**config.mk**
```make
export PLATFORM = sky130hd
export DESIGN_NAME = mem_bus_arbiter
export DESIGN_NICKNAME = d
export VERILOG_FILES = /design/src/rtl/mem_bus_arbiter.sv
export SDC_FILE = /design/constraint.sdc
export NUM_CORES = 1
export LEC_CHECK = 0
export CAP_MARGIN = 10
export CORE_AREA = 3 3 127 129
export CTS_CLUSTER_SIZE = 24
export DETAILED_ROUTE_END_ITERATION = 8
export DIE_AREA = 0 0 130 132
export PLACE_DENSITY = 0.76
export SLEW_MARGIN = 20
export SYNTH_ARGS = -nofsm -noshare
export SYNTH_HDL_FRONTEND = slang
export SYNTH_SLANG_ARGS = --single-unit
```
**constraint.sdc**
```tcl
create_clock -name clk -period 1.9 [get_ports clk]
set_clock_uncertainty 0.2 [all_clocks]
set_input_delay 0.38 -clock clk [delete_from_list [all_inputs] [get_ports clk]]
set_output_delay 0.38 -clock clk [all_outputs]
set_load 0.02 [all_outputs]
```
**src/rtl/mem_bus_arbiter.sv**
```systemverilog
// Shares one memory port between the microcoded CPU and an I/O/DMA port, with round-robin arbitration and an access timeout.
// Latency: grant to mem_req is 1 cycle, mem_ack to done pulse is 1 cycle. Requesters hold their level requests until their done pulse.
module mem_bus_arbiter #(
  parameter int ADDR_W  = 32,
  parameter int DATA_W  = 32,
  parameter int TIMEOUT = 16
) (
  input  logic              clk,
  input  logic              rst,
  input  logic              cpu_rd,
  input  logic              cpu_wr,
  input  logic [ADDR_W-1:0] cpu_addr,
  input  logic [DATA_W-1:0] cpu_wdata,
  output logic              cpu_ack,
  output logic [DATA_W-1:0] cpu_rdata,
  input  logic              io_req,
  input  logic              io_we,
  input  logic [ADDR_W-1:0] io_addr,
  input  logic [DATA_W-1:0] io_wdata,
  output logic              io_done,
  output logic [DATA_W-1:0] io_rdata,
  output logic              mem_req,
  output logic              mem_we,
  output logic [ADDR_W-1:0] mem_addr,
  output logic [DATA_W-1:0] mem_wdata,
  input  logic [DATA_W-1:0] mem_rdata,
  input  logic              mem_ack,
  output logic              bus_err,
  output logic              busy
);

  localparam int CNT_W = (TIMEOUT > 2) ? $clog2(TIMEOUT) : 1;
  localparam logic OWN_CPU = 1'b0;
  localparam logic OWN_IO  = 1'b1;

  typedef enum logic [1:0] {
    IDLE   = 2'd0,
    ACCESS = 2'd1,
    RESP   = 2'd2
  } state_t;

  state_t              state_q, state_d;
  logic [CNT_W-1:0]    cnt_q, cnt_d;
  logic                last_gnt_q, last_gnt_d;
  logic                owner_q, owner_d;
  logic                err_q, err_d;
  logic                mem_we_q, mem_we_d;
  logic [ADDR_W-1:0]   mem_addr_q, mem_addr_d;
  logic [DATA_W-1:0]   mem_wdata_q, mem_wdata_d;
  logic [DATA_W-1:0]   cpu_rdata_q, cpu_rdata_d;
  logic [DATA_W-1:0]   io_rdata_q, io_rdata_d;

  logic cpu_req;
  logic gnt_io;

  assign cpu_req = cpu_rd | cpu_wr;
  // On contention the I/O port wins only if the CPU was served last.
  assign gnt_io  = io_req & (~cpu_req | (last_gnt_q == OWN_CPU));

  always_comb begin
    state_d     = state_q;
    cnt_d       = cnt_q;
    last_gnt_d  = last_gnt_q;
    owner_d     = owner_q;
    err_d       = err_q;
    mem_we_d    = mem_we_q;
    mem_addr_d  = mem_addr_q;
    mem_wdata_d = mem_wdata_q;
    cpu_rdata_d = cpu_rdata_q;
    io_rdata_d  = io_rdata_q;

    case (state_q)
      IDLE: begin
        if (cpu_req || io_req) begin
          state_d    = ACCESS;
          cnt_d      = '0;
          err_d      = 1'b0;
          owner_d    = gnt_io ? OWN_IO : OWN_CPU;
          last_gnt_d = gnt_io ? OWN_IO : OWN_CPU;
          if (gnt_io) begin
            mem_we_d    = io_we;
            mem_addr_d  = io_addr;
            mem_wdata_d = io_wdata;
          end else begin
            // A read and a write bit together resolve to a read.
            mem_we_d    = cpu_wr & ~cpu_rd;
            mem_addr_d  = cpu_addr;
            mem_wdata_d = cpu_wdata;
          end
        end
      end
      ACCESS: begin
        if (mem_ack) begin
          state_d = RESP;
          if (owner_q == OWN_IO) io_rdata_d = mem_rdata;
          else                   cpu_rdata_d = mem_rdata;
        end else if (cnt_q == CNT_W'(TIMEOUT - 1)) begin
          state_d = RESP;
          err_d   = 1'b1;
          if (owner_q == OWN_IO) io_rdata_d = '0;
          else                   cpu_rdata_d = '0;
        end else begin
          cnt_d = cnt_q + 1'b1;
        end
      end
      RESP: begin
        state_d = IDLE;
      end
      default: begin
        state_d = IDLE;
      end
    endcase
  end

  always_ff @(posedge clk) begin
    if (rst) begin
      state_q     <= IDLE;
      cnt_q       <= '0;
      last_gnt_q  <= OWN_IO;
      owner_q     <= OWN_CPU;
      err_q       <= 1'b0;
      mem_we_q    <= 1'b0;
      mem_addr_q  <= '0;
      mem_wdata_q <= '0;
      cpu_rdata_q <= '0;
      io_rdata_q  <= '0;
    end else begin
      state_q     <= state_d;
      cnt_q       <= cnt_d;
      last_gnt_q  <= last_gnt_d;
      owner_q     <= owner_d;
      err_q       <= err_d;
      mem_we_q    <= mem_we_d;
      mem_addr_q  <= mem_addr_d;
      mem_wdata_q <= mem_wdata_d;
      cpu_rdata_q <= cpu_rdata_d;
      io_rdata_q  <= io_rdata_d;
    end
  end

  assign mem_req   = (state_q == ACCESS);
  assign mem_we    = mem_we_q;
  assign mem_addr  = mem_addr_q;
  assign mem_wdata = mem_wdata_q;
  assign cpu_rdata = cpu_rdata_q;
  assign io_rdata  = io_rdata_q;
  assign cpu_ack   = (state_q == RESP) && (owner_q == OWN_CPU);
  assign io_done   = (state_q == RESP) && (owner_q == OWN_IO);
  assign bus_err   = (state_q == RESP) && err_q;
  assign busy      = (state_q != IDLE);

endmodule

```
==> impl_metrics.py <==
metrics = {
    "layout": {
        "final-instance-count-excl-fill": 1163,
        "nNetsFinal": 1130,
        "postLayoutCellArea_sq_um": 9803,
        "drive_above_1_share_pct": 9.436,
        "syn2layout_area_growth_pct": 62.99,
        "diodes": 0,
    },
    "placement": {
        "place_inst": 1131,
        "port_buffers": 300,
        "gp_congestion": 0.8598,
        "dp_hpwl_um": 14700,
        "place_area_sq_um": 9365,
    },
    "flow_run": {
        "drv_cap": 0,
    },
    "pwr": {
        "power_density_nw_per_um2": 862.0,
        "leakagePower_nw": 4.386,
        "pwr-share-clk_pct": 39.7,
        "swShare_pct": 28.64,
        "vdd_drop_max_uv": 691.7,
        "p_seq_share_pct": 38.1,
        "totalPowerFinal_mw": 8.450,
        "p_int_mw": 6.031,
        "p_sw_mw": 2.420,
        "combPwrFrac_pct": 22.2,
    },
    "global_routing": {
        "antenna_found_initial": 0,
        "grt.total_usage_pct": 23.56,
        "grt_pass1_vias": 6155,
        "overflow": 0,
        "grt_pass1_wl_um": 32340,
        "grt_start_max_net_pins": 77,
    },
    "floorplanning": {
        "rows": 45,
        "core_sq_um": 15150,
        "start_util_pct": 39.71,
        "die_x_um": 130,
        "ios": 301,
        "chipHeight_um": 132,
        "die_area_sq_um": 17160,
    },
    "sta": {
        "whs_ps": 138.1,
        "finalSetupViolations": 0,
        "slew_headroom_pct": 73.53,
        "hold_violations": 0,
        "max_freq_mhz": 547.2,
        "rsz0062_at_grt": "no",
        "layout_min_cycle_time_ps": 1828,
        "post-route-period-util_pct": 96.19,
        "worstMarginPinSlew_ps": 397.1,
        "maxSlewViolCount": 0,
    },
    "critical_path": {
        "cp-start-kind": "flop",
        "crit_fanout": 5,
        "worstSetupPathType": "reg2out",
        "critPathArrivalTime_ps": 1250,
        "reg2reg_slack_ps": 80,
        "end_kind": "output pin",
        "required_ps": 1320,
    },
    "synthesis": {
        "synth-seq-cells": 138,
        "synth-edff-count": 0,
        "ys_top_cells_by_count": "dfxtp_1 (138), nand3_1 (99), a21oi_1 (68), o21ai_0 (67), a311oi_1 (65)",
        "yosys.area.top_type": "dfxtp_1",
        "synth.top_cell.area_share_pct": 45.93,
        "yosys-top-cells-area": "dfxtp_1 (46%), mux2i_1 (11%), a311oi_1 (9.5%)",
        "netlist_instances": 682,
        "synth.avg_cell_area_sq_um": 8.819,
        "synth-warning-count": 0,
        "yosysMostFrequentCell": "dfxtp_1",
        "synth_cell_types": 37,
        "seq_area_frac_synth_pct": 45.93,
        "asyncSetResetFlopFracSynth_pct": 0,
        "synth_flop_cell": "dfxtp_1",
        "syn_nets": 850,
        "syn_area_sq_um": 6015,
    },
    "detailed_routing": {
        "drtPass1Iterations": 5,
        "drcViolationCount": 0,
        "drt-initial-drc-count": 394,
        "wirelength_um": 20870,
        "wl_per_cell_um": 17.94,
        "postRouteAntennaNets": 0,
        "via_per_inst": 5.497,
        "vias": 6393,
    },
    "clocking": {
        "clkSlewWorstSetupHoldPaths_ps": 60,
        "cts_max_level": 4,
        "tritoncts": "done",
        "cts_made_buffers": 17,
        "cts_buffer_depth": 2,
        "clockRootBuffer": "clkbuf_16",
        "clock_sinks": 138,
        "clock_latency_ps": 410,
        "cts_setup_buffers": 0,
        "ctsHoldBuffers": 0,
    },
    "hold_path": {
        "hold_path_class": "in2reg",
    },
    "outcome": {
        "outcome": "finished, final reports clean",
    },
}
## layer usage
layer	GRT usage, %	share of wire (%)	vias up	wire [um]
met5	0	0	-	0
met4	9.180	2.8	0	586
met3	8.306	9.2	32	1919
met2	39.43	49	294	10160
met1	27.36	39	2970	8207
li1	-	-	3097	-
## area by class of cell
| type | instances | area [sq um] |
|---|---|---|
| Multi-Input combinational cell | 462 | 2907 |
| Inverter | 4 | 15.01 |
| Sequential cell | 138 | 2766 |
| Tap cell | 188 | 235.2 |
| Timing Repair Buffer | 339 | 3279 |
| Clock inverter | 15 | 175.2 |
| Fill cell | 1346 | 5343 |
| Clock buffer | 17 | 425.4 |
## repair_timing
item	CTS	global route
gates resized for setup	146	4
pin swaps	0	0
endpoints found under the hold margin	0	0
endpoints found under the setup margin	134	34
gates cloned	0	0
## power by group through the flow
stage          Sequential, mW  Clock [mW]  Combinational [mW]
2_1_floorplan            3.51           0               0.714
3_3_place_gp             3.28           0                2.01
3_5_place_dp             3.28           0                2.02
4_1_cts                  3.21        3.43                1.89
5_1_grt                  3.24        3.53                2.01
6_report                 3.22        3.36                1.88
## cells by family (layout without fill, tap and decap cells)
logic type	Yosys count	in the layout	share of synthesized area, %
AO/OA/AOI/OAI	211	211	22.09
buffers and inverters	82	375	6.282
multiplexers	64	64	10.65
flip-flops	138	138	45.93
AND/OR/NAND/NOR	186	186	14.83
adder cells (fa/ha/maj)	1	1	0.2080
## path summary, 6_finish.rpt
| check | startpoint | end | cells past startpoint |
|---|---|---|---|
| min reg2reg | cpu_rdata[20] | cpu_rdata[20] | 2 |
| max reg2reg | cnt_q[1] | cpu_rdata[9] | 5 |
| min | io_req | mem_we | 3 |
| max | state_q[1] | busy | 3 |
## flip-flops by register name, indices dropped and copies added, names as in the netlist, 2 cells and up
register,cells
io_rdata,32
mem_addr,32
state_q,2
mem_wdata,32
cnt_q,4
cpu_rdata,32
## metrics by stage
stage	util [%]	TNS (ps)	worst slack, ps
after global placement	61.83	-19980	-256.7
final	64.73	0	72.43
after floorplan	-	0	103.7
after global routing	64.73	0	2.309
after detailed placement	61.83	-22220	-257.9
after CTS	64.73	0	12.25
## worst max-delay path, cell delays in order, from the launching register on
cell	delay (ps)
dfxtp_2	340
nor2_4	130
inv_1	60
clkdlybuf4s15_1	300
## cell usage in the layout (no fill, tap or decap), types with 2 or more instances in the layout
master	count
clkdlybuf4s50_1	164
dfxtp_1	135
dlygate4sd2_1	129
nand3_1	99
a21oi_1	68
o21ai_0	67
a311oi_1	65
nand2_1	64
mux2i_1	64
buf_4	26
clkbuf_16	17
buf_12	13
clkinvlp_4	7
buf_2	4
nand2b_1	3
clkinv_2	3
bufinv_16	3
dfxtp_2	3
clkinv_1	2
nor2_4	2
nor3b_1	2
and3b_1	2
or3_2	2
a31oi_1	2
a31o_2	2
o221ai_1	2
nand3b_1	2
nand4_1	2
inv_6	2
clkdlybuf4s15_2	2
Power figures use the tool's default switching activity.
